--- src/rtl/leb128_decoder.sv ---
`default_nettype none
// ============================================================================
// Module   : leb128_decoder
// Purpose  : Byte-serial LEB128 immediate decoder for the wasm CPU front end.
//            Accepts one encoded byte per cycle and produces a WIDTH-bit
//            signed or unsigned value. Over-long encodings are reported as
//            trap=1 (TOO_LONG). With strict checking enabled, overflowing
//            final bytes are also reported, as trap=2 (OVERFLOW).
// Config   : `define LEB128_STRICT_EN enables the final-byte overflow check.
//            When it is undefined, excess bits are silently truncated.
// Ports    : clk        - clock, rising edge
//            reset      - asynchronous active-low reset
//            start      - begin a decode (sampled in IDLE only)
//            is_signed  - decode mode, latched with start
//            in_valid / in_ready / in_byte   - encoded byte stream
//            out_valid / out_ready           - result handshake
//            out_value  - decoded value
//            out_len    - bytes consumed (1..MAXB)
//            trap       - 0 none, 1 TOO_LONG, 2 OVERFLOW
// Revision : 1.0 - initial release
// ============================================================================
module leb128_decoder #(
    parameter int WIDTH = 64
) (
    input  logic             clk,
    input  logic             reset,
    input  logic             start,
    input  logic             is_signed,
    input  logic             in_valid,
    input  logic [7:0]       in_byte,
    output logic             in_ready,
    output logic             out_valid,
    input  logic             out_ready,
    output logic [WIDTH-1:0] out_value,
    output logic [3:0]       out_len,
    output logic [1:0]       trap
);

    localparam int MAXB = (WIDTH + 6) / 7;

    localparam logic [1:0] c_IDLE  = 2'd0;
    localparam logic [1:0] c_ACCUM = 2'd1;
    localparam logic [1:0] c_DONE  = 2'd2;

    localparam logic [3:0] c_LAST_IDX = 4'(MAXB - 1);

    localparam logic [1:0] c_TRAP_NONE     = 2'd0;
    localparam logic [1:0] c_TRAP_TOO_LONG = 2'd1;
    localparam logic [1:0] c_TRAP_OVERFLOW = 2'd2;

    logic [1:0]       r_state;
    logic             r_signed;
    logic [3:0]       r_k;
    logic [WIDTH-1:0] r_acc;
    logic [WIDTH-1:0] r_value;
    logic [3:0]       r_len;
    logic [1:0]       r_trap;

    logic [6:0]       w_shamt;
    logic [6:0]       w_shamt_nxt;
    logic [WIDTH-1:0] w_payload;
    logic [WIDTH-1:0] w_acc_nxt;
    logic [WIDTH-1:0] w_sext_mask;
    logic [WIDTH-1:0] w_result;
    logic [1:0]       w_trap;
    logic             w_at_last;
    logic             w_final;
    logic             w_too_long;
    logic             w_sext;
    logic             w_ovf;

    // Bit offset of the current byte's payload, and of the first bit above it.
    assign w_shamt     = 7'(r_k) * 7'd7;
    assign w_shamt_nxt = w_shamt + 7'd7;

    // Shifting a WIDTH-wide vector drops payload bits that land at or above
    // WIDTH, which is exactly the truncation wanted for the last byte.
    assign w_payload = {{(WIDTH-7){1'b0}}, in_byte[6:0]};
    assign w_acc_nxt = r_acc | (w_payload << w_shamt);

    assign w_at_last  = (r_k == c_LAST_IDX);
    assign w_final    = !in_byte[7] || w_at_last;
    assign w_too_long = in_byte[7] && w_at_last;

    // The mask collapses to zero once 7(k+1) reaches WIDTH, so no extension
    // happens when the final byte already fills the top of the word.
    assign w_sext      = r_signed && in_byte[6];
    assign w_sext_mask = {WIDTH{1'b1}} << w_shamt_nxt;

`ifdef LEB128_STRICT_EN
    localparam int LASTBITS = WIDTH - 7 * (MAXB - 1);

    // Bits of the final byte beyond the word must be pure zero (unsigned)
    // or a copy of the top usable payload bit (signed).
    always_comb begin
        w_ovf = 1'b0;
        if (w_at_last && !in_byte[7]) begin
            if (r_signed)
                w_ovf = (in_byte[6:LASTBITS] != {(7-LASTBITS){in_byte[LASTBITS-1]}});
            else
                w_ovf = (in_byte[6:LASTBITS] != '0);
        end
    end
`else
    assign w_ovf = 1'b0;
`endif

    always_comb begin
        w_result = w_acc_nxt | (w_sext ? w_sext_mask : '0);
        w_trap   = c_TRAP_NONE;
        if (w_too_long) begin
            w_result = '0;
            w_trap   = c_TRAP_TOO_LONG;
        end else if (w_ovf) begin
            w_result = '0;
            w_trap   = c_TRAP_OVERFLOW;
        end
    end

    always_ff @(posedge clk or negedge reset) begin
        if (!reset) begin
            r_state  <= c_IDLE;
            r_signed <= 1'b0;
            r_k      <= 4'd0;
            r_acc    <= '0;
            r_value  <= '0;
            r_len    <= 4'd0;
            r_trap   <= c_TRAP_NONE;
        end else begin
            case (r_state)
                c_IDLE: begin
                    if (start) begin
                        r_signed <= is_signed;
                        r_acc    <= '0;
                        r_k      <= 4'd0;
                        r_state  <= c_ACCUM;
                    end
                end
                c_ACCUM: begin
                    if (in_valid) begin
                        r_acc <= w_acc_nxt;
                        r_k   <= r_k + 4'd1;
                        if (w_final) begin
                            r_value <= w_result;
                            r_len   <= r_k + 4'd1;
                            r_trap  <= w_trap;
                            r_state <= c_DONE;
                        end
                    end
                end
                c_DONE: begin
                    if (out_ready)
                        r_state <= c_IDLE;
                end
                default: r_state <= c_IDLE;
            endcase
        end
    end

    assign in_ready  = (r_state == c_ACCUM);
    assign out_valid = (r_state == c_DONE);
    assign out_value = r_value;
    assign out_len   = r_len;
    assign trap      = r_trap;

endmodule
`default_nettype wire

--- config.mk ---
export PLATFORM = sky130hd
export DESIGN_NAME = leb128_decoder
export DESIGN_NICKNAME = d
export VERILOG_FILES = /design/src/rtl/leb128_decoder.sv
export SDC_FILE = /design/constraint.sdc
export NUM_CORES = 1
export LEC_CHECK = 0
export ABC_CLOCK_PERIOD_IN_PS = 4300
export CORE_MARGIN = 2
export CORE_UTILIZATION = 40
export DETAILED_ROUTE_END_ITERATION = 8
export SLEW_MARGIN = 20
export SYNTH_ARGS = -nofsm -noshare
export SYNTH_HDL_FRONTEND = slang
export SYNTH_SLANG_ARGS = --single-unit
--- constraint.sdc ---
create_clock -name clk -period 4.3 [get_ports clk]
set_input_delay 1.075 -clock clk [delete_from_list [all_inputs] [get_ports clk]]
set_output_delay 1.075 -clock clk [all_outputs]
set_load 0.02 [all_outputs]
==> impl_metrics.yaml <==
status:
  status: "complete, no violations"
timing:
  setup_viol: 0
  drv_slew: 0
  tightestPinTransition_ns: 1.027
  maxSlewHeadroom_pct: 31.31
  finalSetupTns_ns: 0
  rsz0062_at_grt: "no"
  layout_setup_ws_ns: 0.2759
  layout_min_cycle_time_ns: 4.024
  clock_skew_ns: 0.009288
  fmax_ghz: 0.2485
  finalCritPeriodShare_pct: 93.58
  hold_violations: 0
power:
  ir_drop_mv: 0.6883
  leakagePower_nw: 3.687
  p_per_area_nw_per_um2: 984.5
clock_network:
  ctsHtreeMaxLevel: 4
  clock_latency_ns: 0.43
  cts_root_buf: "clkbuf_16"
  clkSinkCount: 140
  cts_setup_buffers: 0
  cts.clk_slew.worst_paths_ns: 0.06
  cts_buffer_depth: 2
  cts_inserted_buffers: 17
  postCtsResizedCells: 0
  tritoncts: "built"
  hold_buffers: 0
layout:
  syn2layout_area_growth_pct: 25.40
  antennaDiodeCount: 0
  layout-drive-gt1-share_pct: 10.10
  fin_nets: 804
routing:
  drt_iter0_drc: 560
  drtAntennaViolNets: 0
  dr.pass1.iters: 5
  drc: 0
  wirelength_mm: 21.76
  viasPerCell: 5.877
  wire_per_inst_um: 21.72
  vias: 5889
logic_synthesis:
  yosysTopAreaCell: "dfrtp_1"
  syn_area_per_cell_um2: 9.462
  syn_inst: 706
  ys_seq_elements: 140
  syn_area_um2: 6680
  yosys_warnings: 0
  synth_common_cells: "dfrtp_1, a21oi_1, nor2_1"
  ys.flop_type: "dfrtp_1"
  yosysSeqAreaShare_pct: 52.44
  ys_types: 51
  ys_top_cells_by_area: "dfrtp_1, a21oi_1, o221ai_1"
  synth_nets: 740
  synth_edf_count: 0
  synthArstFlopShare_pct: 100.0
  yosysMostFrequentCell: "dfrtp_1"
  synth_top_area_share_pct: 52.44
floorplanning:
  num_rows: 47
  die_h_um: 133.2
  initial_core_util_pct: 40.57
  die-area_um2: 17750
  io_pins: 86
  coreArea_um2: 16470
  die_x_um: 133.2
critical_path:
  critPathRequiredTime_ns: 4.60
  crit_fanout: 11
  path_buf_inv: 2
  cp-end-kind: "flop"
  crit_type: "reg2reg"
  critical-path-top-delay-family: "compound AO/OA/AOI/OAI gates"
  crit_chain: "inv_1 > ha_1 > xnor2_1 > xnor2_1 > ha_1 > a21o_1 > a21oi_1 > xor2_4 > buf_4 > o211a_1 > a311o_1"
  crit_arrival_ns: 4.32
  cp_slowest_cell: "dfrtp_1"
  slowest_delay_ns: 0.63
  worstSetupStartpointType: "flop"
  rrSetupSlack_ns: 0.28
global_route:
  grt-ovfl-total: 0
  grtUsageTotal_pct: 25.24
  grt_antenna_before_repair: 0
  grt_pass1_wl_mm: 34.23
  grt_pass1_vias: 5881
  grt_max_degree: 103
run:
  cap_violations: 0
place:
  numPortBuffers: 84
  hpwl_mm: 14.36
  dpl_worst_slack_ns: 0.4003
  place_congestion: 0.8952
hold_path:
  min_path_type: "reg2reg"
where the power goes:
group          total, W  switching [W]  internal, W
clock           0.00145       0.000555     0.000894
sequential      0.00194       0.000262      0.00168
combinational   0.00486        0.00317      0.00169
area by class of cell:
class / count / area, um^2
clock buffer: 24 / 481.7
timing repair buffer: 112 / 1077
tap: 220 / 275.3
fill: 1518 / 8089
multi-input combinational: 489 / 2913
clock inverter: 7 / 88.84
sequential: 140 / 3503
inverter: 10 / 37.54
cells in the final DEF, fill, tap and decap left out, drive strengths merged, types with 6 or more instances in the layout:
master	count
nor3	18
nand2	71
dfrtp	140
nor2	90
clkbuf	24
a31oi	20
o221ai	45
ha	17
buf	29
clkdlybuf4s50	83
and2	7
a31o	6
inv	10
a21oi	133
o2bb2ai	6
o21ai	18
worst register-to-register path: cells and delay by family, from the launching register on:
kind / cells / cell delay [ns]
buffers and inverters: 2 / 0.48
adder cells (fa/ha/maj): 2 / 0.82
XOR/XNOR: 3 / 0.78
AO/OA/AOI/OAI: 4 / 1.19
flip-flops: 1 / 0.63
state kept, by name (all words and copies together) (netlist names):
register / flops
out_len: 4
out_value: 64
r_acc: 64
r_k: 4
r_signed: 1
r_state: 2
trap: 1
final timing paths:
kind                       startpoint      endpoint  cells after the start
max                            r_k[1]  out_value[8]                     11
max reg2reg                    r_k[1]  out_value[8]                     11
min in group asynchronous       reset    out_len[2]                      1
min                        out_len[2]    out_len[2]                      2
max in group asynchronous       reset     r_acc[10]                      2
min reg2reg                out_len[2]    out_len[2]                      2
layer usage:
layer	global-route usage [%]	vias up	share of wire, %	wire length (um)
li1	-	2644	-	-
met4	8.392	0	2.2	486
met1	35.09	2959	45	9785
met5	0	-	0	0
met2	39.55	252	46	10040
met3	5.479	34	6.7	1453
metrics by stage:
stage / util [%] / hold slack [ns] / instances / area [um^2] / power (W)
floorplan: - / 0.4633 / 706 / 6680 / 0.004475
global placement: 47.30 / 0.4675 / 971 / 7789 / 0.006628
detailed placement: 47.36 / 0.4698 / 971 / 7797 / 0.006678
CTS: 50.82 / 0.4831 / 1002 / 8368 / 0.008157
global route: 50.87 / 0.5115 / 1002 / 8377 / 0.008685
finish: 50.87 / 0.4811 / 1002 / 8377 / 0.008247
kinds of logic after synthesis:
group / share of synthesized area [%]
AOI/OAI and AO/OA: 24.07
and+or+nand+nor: 13.09
DFF: 52.44
buffers and inverters: 4.795
adders and majority gates: 4.083
xor gates and xnor gates: 1.292
other: 0.05614
muxes: 0.1686
Note: power is estimated with default switching activity, not from simulation.
